### src/rtl/seven_seg_scan_ctrl.sv
// Scan controller for a 4-digit common-anode seven-segment display.
// Holds a committed frame (four hex nibbles, per-digit DP and blank flags,
// brightness), walks the anodes one digit at a time, and applies PWM
// brightness inside each digit slot. New frames arrive through LOAD/READY
// and only commit at the end of the digit 3 slot, so the display never tears.
//
// Ports:
//   CLK100MHZ  - system clock, all state on the rising edge
//   RESET      - asynchronous active-high reset
//   DATA       - digit i nibble is DATA[4i+3:4i]
//   DP_IN      - DP_IN[i]=1 lights the decimal point of digit i
//   BLANK      - BLANK[i]=1 keeps digit i dark
//   BRIGHT     - duty level for the frame (phase < BRIGHT is lit)
//   LOAD       - producer offers DATA/DP_IN/BLANK/BRIGHT
//   READY      - pending slot empty; transfer when LOAD && READY
//   FRAME_DONE - one-cycle pulse after each commit point
//   AN         - active-low anodes, at most one low
//   SEG        - active-low segments, SEG[0]=a .. SEG[6]=g
//   DP         - active-low decimal point
module seven_seg_scan_ctrl #(
  parameter int unsigned DIV_WIDTH = 12,
  parameter int unsigned BR_WIDTH  = 4
) (
  input  logic                CLK100MHZ,
  input  logic                RESET,
  input  logic [15:0]         DATA,
  input  logic [3:0]          DP_IN,
  input  logic [3:0]          BLANK,
  input  logic [BR_WIDTH-1:0] BRIGHT,
  input  logic                LOAD,
  output logic                READY,
  output logic                FRAME_DONE,
  output logic [3:0]          AN,
  output logic [6:0]          SEG,
  output logic                DP
);

  localparam int unsigned NUM_DIG = 4;
  localparam int unsigned IDX_W   = 2;
  localparam int unsigned NIB_W   = 4;
  localparam int unsigned SEG_W   = 7;
  localparam int unsigned DATA_W  = NUM_DIG * NIB_W;

  // Scan counters
  logic [DIV_WIDTH-1:0] presc_q, presc_d;
  logic [BR_WIDTH-1:0]  phase_q, phase_d;
  logic [IDX_W-1:0]     idx_q, idx_d;

  // Active (displayed) frame
  logic [DATA_W-1:0]    act_data_q, act_data_d;
  logic [NUM_DIG-1:0]   act_dp_q, act_dp_d;
  logic [NUM_DIG-1:0]   act_blank_q, act_blank_d;
  logic [BR_WIDTH-1:0]  act_bright_q, act_bright_d;

  // Pending frame; ready_q=1 means the slot is empty
  logic [DATA_W-1:0]    pend_data_q, pend_data_d;
  logic [NUM_DIG-1:0]   pend_dp_q, pend_dp_d;
  logic [NUM_DIG-1:0]   pend_blank_q, pend_blank_d;
  logic [BR_WIDTH-1:0]  pend_bright_q, pend_bright_d;
  logic                 ready_q, ready_d;

  // Registered outputs
  logic                 frame_done_q, frame_done_d;
  logic [NUM_DIG-1:0]   an_q, an_d;
  logic [SEG_W-1:0]     seg_q, seg_d;
  logic                 dp_q, dp_d;

  logic                 tick_c;
  logic                 phase_max_c;
  logic                 commit_c;
  logic                 lit_c;
  logic [NIB_W-1:0]     nib_c;
  logic [SEG_W-1:0]     dec_c;

  assign tick_c      = (presc_q == {DIV_WIDTH{1'b1}});
  assign phase_max_c = (phase_q == {BR_WIDTH{1'b1}});
  assign commit_c    = tick_c && phase_max_c && (idx_q == IDX_W'(NUM_DIG - 1));

  // Prescaler, PWM phase and digit index
  always_comb begin
    presc_d = presc_q + DIV_WIDTH'(1);
    phase_d = phase_q;
    idx_d   = idx_q;
    if (tick_c) begin
      phase_d = phase_q + BR_WIDTH'(1);
      if (phase_max_c) begin
        idx_d = idx_q + IDX_W'(1);
      end
    end
  end

  // Handshake and frame commit. A load accepted on a commit cycle with an
  // empty slot only fills pending; it waits for the next commit point.
  always_comb begin
    act_data_d    = act_data_q;
    act_dp_d      = act_dp_q;
    act_blank_d   = act_blank_q;
    act_bright_d  = act_bright_q;
    pend_data_d   = pend_data_q;
    pend_dp_d     = pend_dp_q;
    pend_blank_d  = pend_blank_q;
    pend_bright_d = pend_bright_q;
    ready_d       = ready_q;
    if (LOAD && ready_q) begin
      pend_data_d   = DATA;
      pend_dp_d     = DP_IN;
      pend_blank_d  = BLANK;
      pend_bright_d = BRIGHT;
      ready_d       = 1'b0;
    end
    if (commit_c && !ready_q) begin
      act_data_d   = pend_data_q;
      act_dp_d     = pend_dp_q;
      act_blank_d  = pend_blank_q;
      act_bright_d = pend_bright_q;
      ready_d      = 1'b1;
    end
  end

  // Hex to active-low segment decode of the current digit
  assign nib_c = act_data_q[{idx_q, 2'b00} +: NIB_W];

  always_comb begin
    dec_c = 7'h7F;
    case (nib_c)
      4'h0: dec_c = 7'h40;
      4'h1: dec_c = 7'h79;
      4'h2: dec_c = 7'h24;
      4'h3: dec_c = 7'h30;
      4'h4: dec_c = 7'h19;
      4'h5: dec_c = 7'h12;
      4'h6: dec_c = 7'h02;
      4'h7: dec_c = 7'h78;
      4'h8: dec_c = 7'h00;
      4'h9: dec_c = 7'h10;
      4'hA: dec_c = 7'h08;
      4'hB: dec_c = 7'h03;
      4'hC: dec_c = 7'h46;
      4'hD: dec_c = 7'h21;
      4'hE: dec_c = 7'h06;
      4'hF: dec_c = 7'h0E;
      default: dec_c = 7'h7F;
    endcase
  end

  // Display drive for the next cycle
  assign lit_c = !act_blank_q[idx_q] && (phase_q < act_bright_q);

  always_comb begin
    frame_done_d = commit_c;
    an_d         = 4'hF;
    seg_d        = 7'h7F;
    dp_d         = 1'b1;
    if (lit_c) begin
      an_d  = ~(NUM_DIG'(1) << idx_q);
      seg_d = dec_c;
      dp_d  = ~act_dp_q[idx_q];
    end
  end

  always_ff @(posedge CLK100MHZ or posedge RESET) begin
    if (RESET) begin
      presc_q       <= '0;
      phase_q       <= '0;
      idx_q         <= '0;
      act_data_q    <= '0;
      act_dp_q      <= '0;
      act_blank_q   <= '1;
      act_bright_q  <= '1;
      pend_data_q   <= '0;
      pend_dp_q     <= '0;
      pend_blank_q  <= '0;
      pend_bright_q <= '0;
      ready_q       <= 1'b1;
      frame_done_q  <= 1'b0;
      an_q          <= 4'hF;
      seg_q         <= 7'h7F;
      dp_q          <= 1'b1;
    end else begin
      presc_q       <= presc_d;
      phase_q       <= phase_d;
      idx_q         <= idx_d;
      act_data_q    <= act_data_d;
      act_dp_q      <= act_dp_d;
      act_blank_q   <= act_blank_d;
      act_bright_q  <= act_bright_d;
      pend_data_q   <= pend_data_d;
      pend_dp_q     <= pend_dp_d;
      pend_blank_q  <= pend_blank_d;
      pend_bright_q <= pend_bright_d;
      ready_q       <= ready_d;
      frame_done_q  <= frame_done_d;
      an_q          <= an_d;
      seg_q         <= seg_d;
      dp_q          <= dp_d;
    end
  end

  assign READY      = ready_q;
  assign FRAME_DONE = frame_done_q;
  assign AN         = an_q;
  assign SEG        = seg_q;
  assign DP         = dp_q;

endmodule

### config.mk
export PLATFORM = sky130hd
export DESIGN_NAME = seven_seg_scan_ctrl
export DESIGN_NICKNAME = d
export VERILOG_FILES = /design/src/rtl/seven_seg_scan_ctrl.sv
export SDC_FILE = /design/constraint.sdc
export NUM_CORES = 1
export LEC_CHECK = 0
export ABC_CLOCK_PERIOD_IN_PS = 2900
export CORE_MARGIN = 10
export CORE_UTILIZATION = 45
export DETAILED_ROUTE_END_ITERATION = 7
export GPL_TIMING_DRIVEN = 0
export PLACE_DENSITY = 0.65
export SYNTH_ARGS = -nofsm -noshare
export SYNTH_HDL_FRONTEND = slang
export SYNTH_SLANG_ARGS = --single-unit
### constraint.sdc
create_clock -name CLK100MHZ -period 2.9 [get_ports CLK100MHZ]
set_clock_uncertainty 0.2 [all_clocks]
set_input_delay 0.58 -clock CLK100MHZ [delete_from_list [all_inputs] [get_ports CLK100MHZ]]
set_output_delay 0.58 -clock CLK100MHZ [all_outputs]
set_load 0.03 [all_outputs]
==> impl_metrics.tcl <==
set metrics [dict create \
    max_stage_delay_ps 630 \
    drcViolationCount 0 \
    tightest_slew_ps 797 \
    p_leak_uw 0.00213 \
    place_congestion 0.766 \
    dpl_cell_area_um2 4560 \
    cpLargestDelayFamily "multiplexers" \
    syn_area_um2 3940 \
    synth_edf_count 0 \
    drt_first_pass_iters 4 \
    slew_violations 0 \
    clk_pin_slew_ps 90 \
    die_y_um 114 \
    grt_overflow_total 0 \
    synth.avg_cell_area_um2 14.4 \
    cts_hold_buf 0 \
    fin_util_pct 55.5 \
    p_switching_uw 483 \
    ctsResizeCount 0 \
    wl_per_cell_um 15.2 \
    cpMaxStageDelayCell "mux4_2" \
    synthToLayoutAreaGrowth_pct 21.8 \
    finalCritPeriodShare_pct 86.7 \
    h-tree-depth 3 \
    first_iter_violations 43 \
    yosys_most_used_dff "dfrtp_1" \
    stdcell_area_um2 4800 \
    via_per_inst 5.00 \
    cts_made_buffers 9 \
    postCtsSetupBuffers 0 \
    synth_seq_cells 88 \
    worstPathCellList "buf_2, mux4_2, inv_1, ha_1, inv_1, mux4_2, nand2b_1" \
    portBuffers 44 \
    root_buffer "clkbuf_8" \
    setup_viol_count_final 0 \
    ys_seq_area_share_pct 56.6 \
    ios 45 \
    crit_path_start_kind "register" \
    clk_path_buf_depth 2 \
    p_per_area_nw_per_um2 501 \
    pre_cts_slack_ps 195 \
    netSwitchingFraction_pct 20.1 \
    peakVddDrop_mv 0.288 \
    cell_internal_pwr_uw 1920 \
    hold_viol 0 \
    outcome "completed" \
    path_class "reg2reg" \
    drive_gt1_share_pct 34.3 \
    rows 34 \
    cts_tree "built" \
    core_region_area_um2 8640 \
    critical_path.max_fanout 9 \
    dp_hpwl_mm 5.00 \
    antenna_cells 0 \
    die_w_um 114 \
    rsz0062_at_grt "no" \
    worst_slack_ps 385 \
    arrival_ps 2590 \
    hp-class "reg2reg" \
    fin_crit_ps 2520 \
    end_kind "register" \
    drtAntennaViolNets 0 \
    grt_pass1_wl_mm 11.9 \
    setup_tns_ps 0 \
    relSlewSlack_pct 46.4 \
    track_usage_pct 11.3 \
    crit_buf_inv 3 \
    synthCells 273 \
    combPwrFrac_pct 4.7 \
    ys_warn_count 0 \
    synth_nets 319 \
    max_freq_mhz 398 \
    clk_latency_ps 350 \
    synth-async-reset-ratio_pct 100 \
    antenna_found_initial 0 \
    maxCapViolCount 0 \
    crit_required_ps 2980 \
    die-area_um2 12900 \
    postRouteWirelength_mm 6.73 \
    whs_ps 273 \
    grt_max_degree 44 \
    cts_sinks 88 \
    final_nets 376 \
    start_util_pct 45.6 \
    reg2reg_slack_ps 380 \
    ys_types 37 \
    power.share.clock_pct 41.5 \
    p_seq_share_pct 53.9 \
    first_global_vias 2390 \
    vias 2215 \
]
logic make-up after synthesis:
family          Yosys count  synth area share [%]
buf+inv                  21                  2.54
simple gates             48                  6.99
fa+ha+maj                15                  4.76
mux                      72                  23.3
xor+xnor                 16                  3.56
flops                    88                  56.6
compound gates           13                  2.29
through the flow:
step	std cells	total power (µW)
detailed placement	427	1440
floorplan	273	1370
global route	443	2510
finish	443	2400
global placement	425	1420
CTS	443	2440
layer usage:
metal	share of wire [%]	up-vias	global-route usage [%]
li1	-	1079	-
met1	47	1092	14.6
met2	47	34	17.3
met3	4.0	10	3.41
met4	1.7	0	4.82
met5	0	-	0
cells in the final DEF, fill, tap and decap left out, types with 2 or more instances in the layout:
| cell type | Yosys | final |
|---|---|---|
| a21oi_1 | 2 | 2 |
| and3_1 | 2 | 2 |
| buf_12 | 0 | 2 |
| buf_2 | 5 | 5 |
| buf_6 | 2 | 2 |
| bufinv_16 | 0 | 3 |
| clkbuf_1 | 2 | 4 |
| clkbuf_8 | 0 | 9 |
| clkdlybuf4s50_1 | 0 | 44 |
| clkinvlp_4 | 0 | 2 |
| dfrtp_1 | 67 | 67 |
| dfstp_2 | 21 | 21 |
| ha_1 | 15 | 15 |
| inv_1 | 12 | 11 |
| mux2_2 | 51 | 51 |
| mux2_4 | 9 | 9 |
| mux2i_1 | 5 | 5 |
| mux4_2 | 6 | 6 |
| nand2_1 | 16 | 16 |
| nand2b_1 | 5 | 5 |
| nand3_1 | 6 | 6 |
| nand3b_1 | 2 | 2 |
| nand4_1 | 3 | 3 |
| nor2_1 | 6 | 6 |
| o21ai_0 | 3 | 3 |
| o221ai_1 | 2 | 2 |
| or3_1 | 2 | 2 |
| xnor2_1 | 9 | 9 |
| xor2_1 | 7 | 7 |
worst reg2reg max path, delay by kind of cell (launching register included):
family / cells / cell delay (ps)
flops: 1 / 390
fa+ha+maj: 1 / 140
buf+inv: 3 / 510
simple gates: 1 / 150
mux: 2 / 1050
cell usage after synthesis, types with 2 or more instances:
master / number / area [µm²]
nand4_1: 3 / 18.8
o21ai_0: 3 / 15.0
mux2_4: 9 / 135
nor2_1: 6 / 22.5
buf_6: 2 / 22.5
o221ai_1: 2 / 17.5
nand3_1: 6 / 30.0
a21oi_1: 2 / 10.0
buf_2: 5 / 25.0
mux2_2: 51 / 574
or3_1: 2 / 12.5
nand3b_1: 2 / 15.0
xor2_1: 7 / 61.3
dfrtp_1: 67 / 1680
ha_1: 15 / 188
mux4_2: 6 / 135
and3_1: 2 / 12.5
dfstp_2: 21 / 552
mux2i_1: 5 / 50.1
nand2b_1: 5 / 31.3
inv_1: 12 / 45.0
clkbuf_1: 2 / 7.51
xnor2_1: 9 / 78.8
nand2_1: 16 / 60.1
layout make-up:
type                            count  area (µm²)
Inverter                           12        48.8
Sequential cell                    88        2230
Fill cell                         723        3840
Multi-Input combinational cell    164        1610
Tap cell                          108         135
Clock inverter                      5         106
Clock buffer                       11         131
Buffer                              9        55.1
Timing Repair Buffer               46         480
path summary, 6_finish.rpt:
kind                       cells past startpoint           to         from
max in group asynchronous                      3        READY        RESET
min reg2reg                                    1  presc_q[10]  presc_q[10]
min                                            1  presc_q[10]  presc_q[10]
max reg2reg                                    7       SEG[3]     idx_q[0]
min in group asynchronous                      2   presc_q[0]        RESET
max                                            7       SEG[3]     idx_q[0]
sequential cells by signal (all words and copies together), names as in the netlist:
name,count
idx_q,2
pend_dp_q,4
pend_data_q,16
act_bright_q,4
SEG,7
presc_q,12
act_data_q,16
AN,4
DP,1
FRAME_DONE,1
pend_bright_q,4
act_dp_q,4
phase_q,4
act_blank_q,4
pend_blank_q,4
READY,1
power groups by stage:
| stage | logic (µW) | clock network, µW | registers, µW |
|---|---|---|---|
| after floorplan | 57.7 | 0 | 1310 |
| after global placement | 106 | 0 | 1320 |
| after detailed placement | 115 | 0 | 1320 |
| after CTS | 116 | 1030 | 1300 |
| after global routing | 125 | 1080 | 1300 |
| final | 112 | 997 | 1300 |
No activity file was read; power rests on OpenSTA's default activity.
